## config.mk

```make
export PLATFORM = sky130hd
export DESIGN_NAME = prog_loader
export DESIGN_NICKNAME = d
export VERILOG_FILES = /design/src/rtl/prog_loader.sv
export SDC_FILE = /design/constraint.sdc
export NUM_CORES = 1
export LEC_CHECK = 0
export CORE_UTILIZATION = 40
export DETAILED_ROUTE_END_ITERATION = 12
export DONT_BUFFER_PORTS = 1
export REMOVE_ABC_BUFFERS = 1
export SETUP_SLACK_MARGIN = 0.2
export SYNTH_ARGS = -nofsm -noshare
export SYNTH_HDL_FRONTEND = slang
export SYNTH_SLANG_ARGS = --single-unit
```

## constraint.sdc

```tcl
create_clock -name clk -period 5.1 [get_ports clk]
set_input_delay 0.51 -clock clk [delete_from_list [all_inputs] [get_ports clk]]
set_output_delay 0.51 -clock clk [all_outputs]
set_load 0.02 [all_outputs]
```

## src/rtl/prog_loader.sv

```systemverilog
// prog_loader: framed byte-stream loader (length, data, checksum) driving the
// program-memory write port, with sticky done/err status.
module prog_loader #(
   parameter int DATA_SIZE = 8,
   parameter int ADDR_SIZE = 4
) (
   input  logic                 clk,
   input  logic                 rstn,
   input  logic                 start,
   input  logic [DATA_SIZE-1:0] in_data,
   input  logic                 in_valid,
   output logic                 in_ready,
   output logic                 W,
   output logic [ADDR_SIZE-1:0] ADDR,
   output logic [DATA_SIZE-1:0] DATA_WR,
   output logic                 busy,
   output logic                 done,
   output logic                 err
);
   localparam int unsigned DEPTH = 2**ADDR_SIZE;
   typedef enum logic [2:0] {S_IDLE, S_LEN, S_DATA, S_CSUM, S_DONE, S_ERR} state_t;
   state_t               r_state, w_next;
   logic [ADDR_SIZE:0]   r_idx, r_len, w_idx_nxt;
   logic [DATA_SIZE-1:0] r_sum, w_sum_nxt, r_data;
   logic [ADDR_SIZE-1:0] r_addr;
   logic                 r_w, w_acc, w_wr, w_len_bad, w_sum_ok, w_begin;
   assign w_acc     = in_valid && in_ready;
   assign w_wr      = w_acc && r_state == S_DATA;
   assign w_begin   = start && !busy;
   assign w_idx_nxt = r_idx + (ADDR_SIZE+1)'(1);
   assign w_sum_nxt = r_sum + in_data;
   assign w_sum_ok  = w_sum_nxt == '0;
   assign w_len_bad = in_data == '0 || 32'(in_data) > DEPTH;
   assign W         = r_w;
   assign ADDR      = r_addr;
   assign DATA_WR   = r_data;
   always_ff @(posedge clk or negedge rstn) begin
      if (!rstn) r_state <= S_IDLE;
      else r_state <= w_next;
   end
   always_comb begin
      w_next = r_state;
      case (r_state)
         S_IDLE, S_DONE, S_ERR: w_next = start ? S_LEN : r_state;
         S_LEN:  w_next = w_acc ? (w_len_bad ? S_ERR : S_DATA) : S_LEN;
         S_DATA: w_next = (w_acc && w_idx_nxt == r_len) ? S_CSUM : S_DATA;
         S_CSUM: w_next = w_acc ? (w_sum_ok ? S_DONE : S_ERR) : S_CSUM;
         default: w_next = S_IDLE;
      endcase
   end
   always_comb begin
      busy     = r_state == S_LEN || r_state == S_DATA || r_state == S_CSUM;
      in_ready = busy;
      done     = r_state == S_DONE;
      err      = r_state == S_ERR;
   end
   // Index/sum restart on a new frame; write port registers hold while W is low.
   always_ff @(posedge clk or negedge rstn) begin
      if (!rstn) begin
         r_w    <= 1'b0;
         r_addr <= '0;
         r_data <= '0;
         r_idx  <= '0;
         r_len  <= '0;
         r_sum  <= '0;
      end else begin
         r_w <= w_wr;
         if (w_begin) begin
            r_idx <= '0;
            r_sum <= '0;
         end
         if (w_acc && r_state == S_LEN) r_len <= (ADDR_SIZE+1)'(in_data);
         if (w_wr) begin
            r_addr <= r_idx[ADDR_SIZE-1:0];
            r_data <= in_data;
            r_sum  <= w_sum_nxt;
            r_idx  <= w_idx_nxt;
         end
      end
   end
endmodule

```

==> results of run 1 <==
[critical path, delay by kind of cell (launching register included)]
kind / cells / cell delay, ns
compound gates: 5 / 1.18
fa+ha+maj: 2 / 0.64
flops: 1 / 0.38
[cell families (layout without fill, tap and decap cells)]
kind of cell | after synthesis | in the layout | share of synthesized area (%)
AOI/OAI and AO/OA | 36 | 36 | 15.7
xor gates and xnor gates | 11 | 11 | 6.01
adders and majority gates | 9 | 9 | 6.48
buffers and inverters | 10 | 14 | 2.57
DFF | 34 | 34 | 45.9
muxes | 18 | 18 | 10.9
and+or+nand+nor | 38 | 38 | 12.4
[sequential cells by signal, indices dropped and copies added, names as in the netlist]
name and count:
r_len 5, r_state 3, DATA_WR 8, r_idx 5, ADDR 4, r_sum 8
W 1
[metal layers]
layer  global-route usage (%)  up-vias
met1                     23.5      607
met3                     4.76        5
met2                     22.9       28
met4                     6.44        0
li1                         -      596
met5                        0        -
[placed cells by master, fill, tap and decap left out, types with 2 or more instances in the layout]
| cell | instances |
|---|---|
| nor3b_1 | 3 |
| nand4_1 | 2 |
| xnor2_1 | 5 |
| ha_1 | 8 |
| o21ai_0 | 3 |
| inv_1 | 4 |
| clkbuf_8 | 6 |
| nor2b_1 | 2 |
| mux2_2 | 12 |
| o21a_1 | 2 |
| or3_1 | 2 |
| xor2_1 | 5 |
| nor4_1 | 4 |
| nand2_1 | 5 |
| a21oi_1 | 3 |
| mux2_1 | 6 |
| nand3_1 | 3 |
| dfrtp_1 | 34 |
| o21ai_1 | 2 |
| a211oi_1 | 2 |
| a22o_1 | 10 |
| nor2_1 | 7 |
| nand2b_1 | 3 |
[metrics by stage]
| step | cell area [µm²] | setup slack, ns | hold slack, ns | util, % | instances |
|---|---|---|---|---|---|
| 2_1_floorplan | 1820 | 2.84 | 0.214 | - | 150 |
| 3_3_place_gp | 1890 | 2.74 | 0.215 | 42.9 | 203 |
| 3_5_place_dp | 1890 | 2.64 | 0.215 | 42.9 | 203 |
| 4_1_cts | 2000 | 2.77 | 0.0497 | 45.4 | 212 |
| 5_1_grt | 2000 | 2.64 | 0.0586 | 45.4 | 212 |
| 6_report | 2000 | 2.76 | 0.0538 | 45.4 | 212 |
[timing repair]
item,in CTS,in global routing
endpoints found under the setup margin,0,0
endpoints found under the hold margin,34,0
hold buffers,1,0
resized for setup,0,0
[cell type report]
cell class                      count  area share [%]
Clock buffer                        7            4.31
Clock inverter                      1           0.250
Inverter                            4           0.749
Multi-Input combinational cell    112            47.6
Sequential cell                    34            42.4
Tap cell                           52            3.25
Timing Repair Buffer                2            1.37
[where the power goes]
| part | switching (µW) | leakage (µW) | total (µW) | internal (µW) |
|---|---|---|---|---|
| clock | 93.6 | 0.0000482 | 202 | 109 |
| sequential | 20.9 | 0.000457 | 310 | 289 |
| combinational | 49.2 | 0.000434 | 91.2 | 42.0 |
[worst paths after layout]
check / slack (ns) / endpoint / start
hold / removal: 0.05 / r_idx[3] / rstn
max in group asynchronous: 4.87 / DATA_WR[1] / rstn
setup / recovery: 2.76 / r_state[0] / r_sum[0]
setup reg to reg: 2.76 / r_state[0] / r_sum[0]
min in group clk: 0.32 / r_state[2] / start
hold reg to reg: 0.52 / r_sum[5] / r_sum[5]
==> run metrics, run 1 <==
crit share post-route=between 40% and 50%; largest net degree at the start of global routing=35; height of the die=about 70 µm; Num CTS Buffers=5; count leader, synth=dfrtp_1; CP Capture Type=flop; Post-DP HPWL=~2500 µm; ratio of cells with drive above 1 in the final layout=about 17%; leakage power=0.000939 µW; total global-route track usage=between 15 and 20%; Avg Cell Area, Syn=~12 µm²; Mapped Cells=~160; Synth area leaders=dfrtp_1, mux2_2, ha_1; fraction of registers with async set/reset=100%; starting density of the core=between 40% and 50%; die area=4910 µm²; HP Class=input pin to async pin; sequential cell area fraction in the yosys report=between 40% and 50%; PortBufs=0; area of the mapped netlist=~1900 µm²; Worst R2R Path Depth=7; post-synth cell types=48; Setup Skew=a little over 0.005 ns; PD cells=between 300 and 400 nW/µm²; drt total wl=around 3600 µm; area growth from synthesis to layout=8.17%; EDFF count, synth=0; Cell Chain, Critical Path=ha_1 -> fa_1 -> a21o_1 -> a211oi_1 -> o221ai_1 -> a2111oi_2 -> o31ai_1; max-slew violations=0; Max FO, Critical Path=3; multi-input logic area=~950 µm²; post-synth top area cell=dfrtp_1; #FFs+latches synth=34; Critical Path AT=around 2.5 ns; row count=24; TritonRoute pass-1 iters=4; Critical Path Slowest Stage Cell=fa_1; num ports=29; top cells by count, synth=dfrtp_1, mux2_2, a22o_1; Met2 Wirelength=1540 µm; ys flop type=dfrtp_1; routed length on met3=181 µm; RSZ-0062 raised after global routing=no; CP startpoint kind=flop; final setup violation count=0; Top Metal Used=met4; total grt overflow=0; total power=604 µW; number of fill cells=a little under 400; Crit Path Category=flop to flop; FMAX=approximately 0.43 GHz; DRT antenna net count=0; Peak VDD IR=153 µV; crit path time final=2.34 ns; measured slew at the worst slew-check pin=roughly 1.2 ns; Ys Warns=0; Wirelength per Cell=about 17 µm; Setup Fix Bufs, Post-CTS=0; NumNets Final=180; H-tree levels=2; Placer Congestion=just under 0.8; DRT met1 WL=~1800 µm; status=completed; Max Cap Viol=0; post-synth top area share=a little under half; via count of the first global-routing pass=approximately 1.3k; antenna violations before repair=0; DRT iter0 DRCs=33; vias per cell=about 5.8; root buffer selected by CTS=clkbuf_8; total clock sinks=34; WP data required=5.26 ns; total negative setup slack=0 ns; Die Wd=70.1 µm; register area=851 µm²; clk_lat worst skew=between 0.2 and 0.3 ns; CTS tree=built; Hold Vio Cnt, Final=0; Inserted Diodes=0; max_slew headroom=around 22%; via count=~1.2k; Placeable Area=approximately 4400 µm²; Post-route DRC=0; first-pass GRT wire length=just over 6000 µm; clock slew at reported path FFs=roughly 0.07 ns; Longest Clk Path Bufs=2; CP peak stage delay=approximately 0.43 ns
(Power assumes the default switching activity.)
==> run 2, diff against run 1 <==
Clock period 5.1 ns to 2.3 ns, I/O delays scaled along.
==> run 2 against run 1 <==
Non-clock buffer count is 1 higher; die area stayed put; sequential power is 120% higher; clock power grew to 3.4 times the previous value; critical path type unchanged; critical endpoint unchanged; largest power group is now clock.
==> run metrics, run 2 (synthesized netlist as in run 1, its figures left out) <==
vias per cell=between 5 and 6; Top delay family on crit path=compound AO/OA/AOI/OAI gates; height of the die=roughly 70 µm; WP data required=2.47 ns; Placed Cells=approximately 200; Inserted Diodes=0; Seq pwr share=43.3%; Critical Path Slowest Stage Cell=fa_2; Max FO, Critical Path=3; final core occ=roughly 47%; max-slew violations=0; area growth from synthesis to layout=12.9%; Crit. Startpoint=r_sum[0]; RSZ-0062 raised after global routing=yes; NumNets Final=roughly 180; FF-to-FF setup slack=0.21 ns; Post-DP HPWL=2520 µm; CTS tree=built; Internal=between 1000 and 1500 µW; DRT iter0 DRCs=slightly above 60; leakage power=a little under 0.001 µW; source of the worst hold timing path=start; Hold Vio Cnt, Final=0; crit share post-route=between 90% and 100%; CP Capture Type=flop; P_sw=~380 µW; root buffer selected by CTS=clkbuf_8; Max Cap Viol=0; H-tree levels=2; reg2reg start=r_sum[0]; antenna violations before repair=0; final instance area=roughly 2100 µm²; Setup Skew=approximately 0.0086 ns; Placeable Area=4410 µm²; Num CTS Buffers=5; via count=around 1.3k; drt total wl=~3700 µm; ratio of cells with drive above 1 in the final layout=20.5%; sw frac=~24%; final setup violation count=0; Crit Path Category=flop to flop; total global-route track usage=between 10% and 20%; TritonRoute pass-1 iters=4; Non-Filler Instances=213; hold_ws=~0.030 ns; CP peak stage delay=roughly 0.40 ns; via count of the first global-routing pass=between 1k and 1.5k; PD cells=~760 nW/µm²; total negative setup slack=0 ns; DRT antenna net count=0; Cell Chain, Critical Path=ha_1 -> fa_2 -> a211oi_4 -> nor4_1 -> nand4b_1 -> a2111oi_2 -> o31ai_1; first-pass GRT wire length=~6200 µm; status=completed; clock power share=about 43%; CP startpoint kind=flop; Longest Clk Path Bufs=2; FMAX=0.478 GHz; number of fill cells=between 300 and 400; Buf+Inv Stages, Crit Path=0; PortBufs=0; Comb power frac=a little over an eighth; measured slew at the worst slew-check pin=0.684 ns; largest net degree at the start of global routing=35; Post-route DRC=0; crit path time final=2.09 ns; Critical Path AT=roughly 2.3 ns; clk_lat worst skew=0.29 ns; most frequent cells in the layout=dfrtp_1, mux2_2, a22o_1, nor2_1, ha_1; Placer Congestion=about 0.84; max_slew headroom=between 50% and 60%; total grt overflow=0; starting density of the core=around two fifths; clock slew at reported path FFs=about 0.080 ns; commonest non-fill, non-tap cell in the layout=dfrtp_1; HP Class=input pin to flop; num ports=29; row count=24; Setup Fix Bufs, Post-CTS=0; die area=just under 5000 µm²; Die Wd=around 70 µm; Peak VDD IR=about 360 µV; total clock sinks=34; DP Area=roughly 1900 µm²; Wirelength per Cell=17.4 µm
run 2: cell count changes in the layout (fill, tap and decap cells not counted), sizes merged:
| cell | change |
|---|---|
| bufinv | +2 |
| dlygate4sd3 | +1 |
| clkbuf | -1 |
| clkinv | -1 |
run 2: layer usage:
layer	GRT usage, %	share of wire [%]	vias to the layer above
met5	0	0	-
met3	6.20	6.2	7
met4	6.00	1.6	0
li1	-	-	595
met1	23.5	48	624
met2	23.6	44	38
run 2: power groups by stage:
| stage | Clock, µW | Combinational (µW) | Sequential (µW) |
|---|---|---|---|
| floorplan | 0 | 162 | 688 |
| global placement | 0 | 186 | 696 |
| detailed placement | 0 | 189 | 698 |
| CTS | 704 | 210 | 686 |
| global route | 735 | 233 | 693 |
| finish | 687 | 210 | 685 |
run 2: cell type report:
cell class,instances,area [µm²],area share [%]
Sequential cell,34,851,40.7
Multi-Input combinational cell,112,981,46.9
Tap cell,52,65.1,3.11
Clock inverter,2,60.1,2.87
Timing Repair Buffer,3,37.5,1.79
Inverter,4,15.0,0.718
Clock buffer,6,82.6,3.95
run 2: repair_timing:
action,4_1_cts,5_1_grt
pin swaps,2,0
gates resized for setup,3,3
hold buffers,2,0
setup endpoints to repair,1,14
endpoints found under the hold margin,34,0
gates cloned,0,0
run 2: final timing paths:
path,cells after the start,end
worst min register to register,1,r_sum[4]
worst min-delay path,1,r_state[2]
worst max-delay path,7,r_state[0]
min in group asynchronous,2,ADDR[3]
max in group asynchronous,2,ADDR[1]
worst max register to register,7,r_state[0]
run 2: worst reg2reg max path, stage by stage, from the launching register on:
cell and delay [ns]:
dfrtp_1 0.38, ha_1 0.21, fa_2 0.40, a211oi_4 0.25, nor4_1 0.07, nand4b_1 0.21, a2111oi_2 0.35, o31ai_1 0.09
run 2: metrics by stage:
step	setup slack [ns]	power (µW)
after detailed placement	0.0669	888
after global placement	0.0985	882
after global routing	0.0978	1660
after CTS	0.219	1600
after floorplan	0.200	850
final	0.207	1580
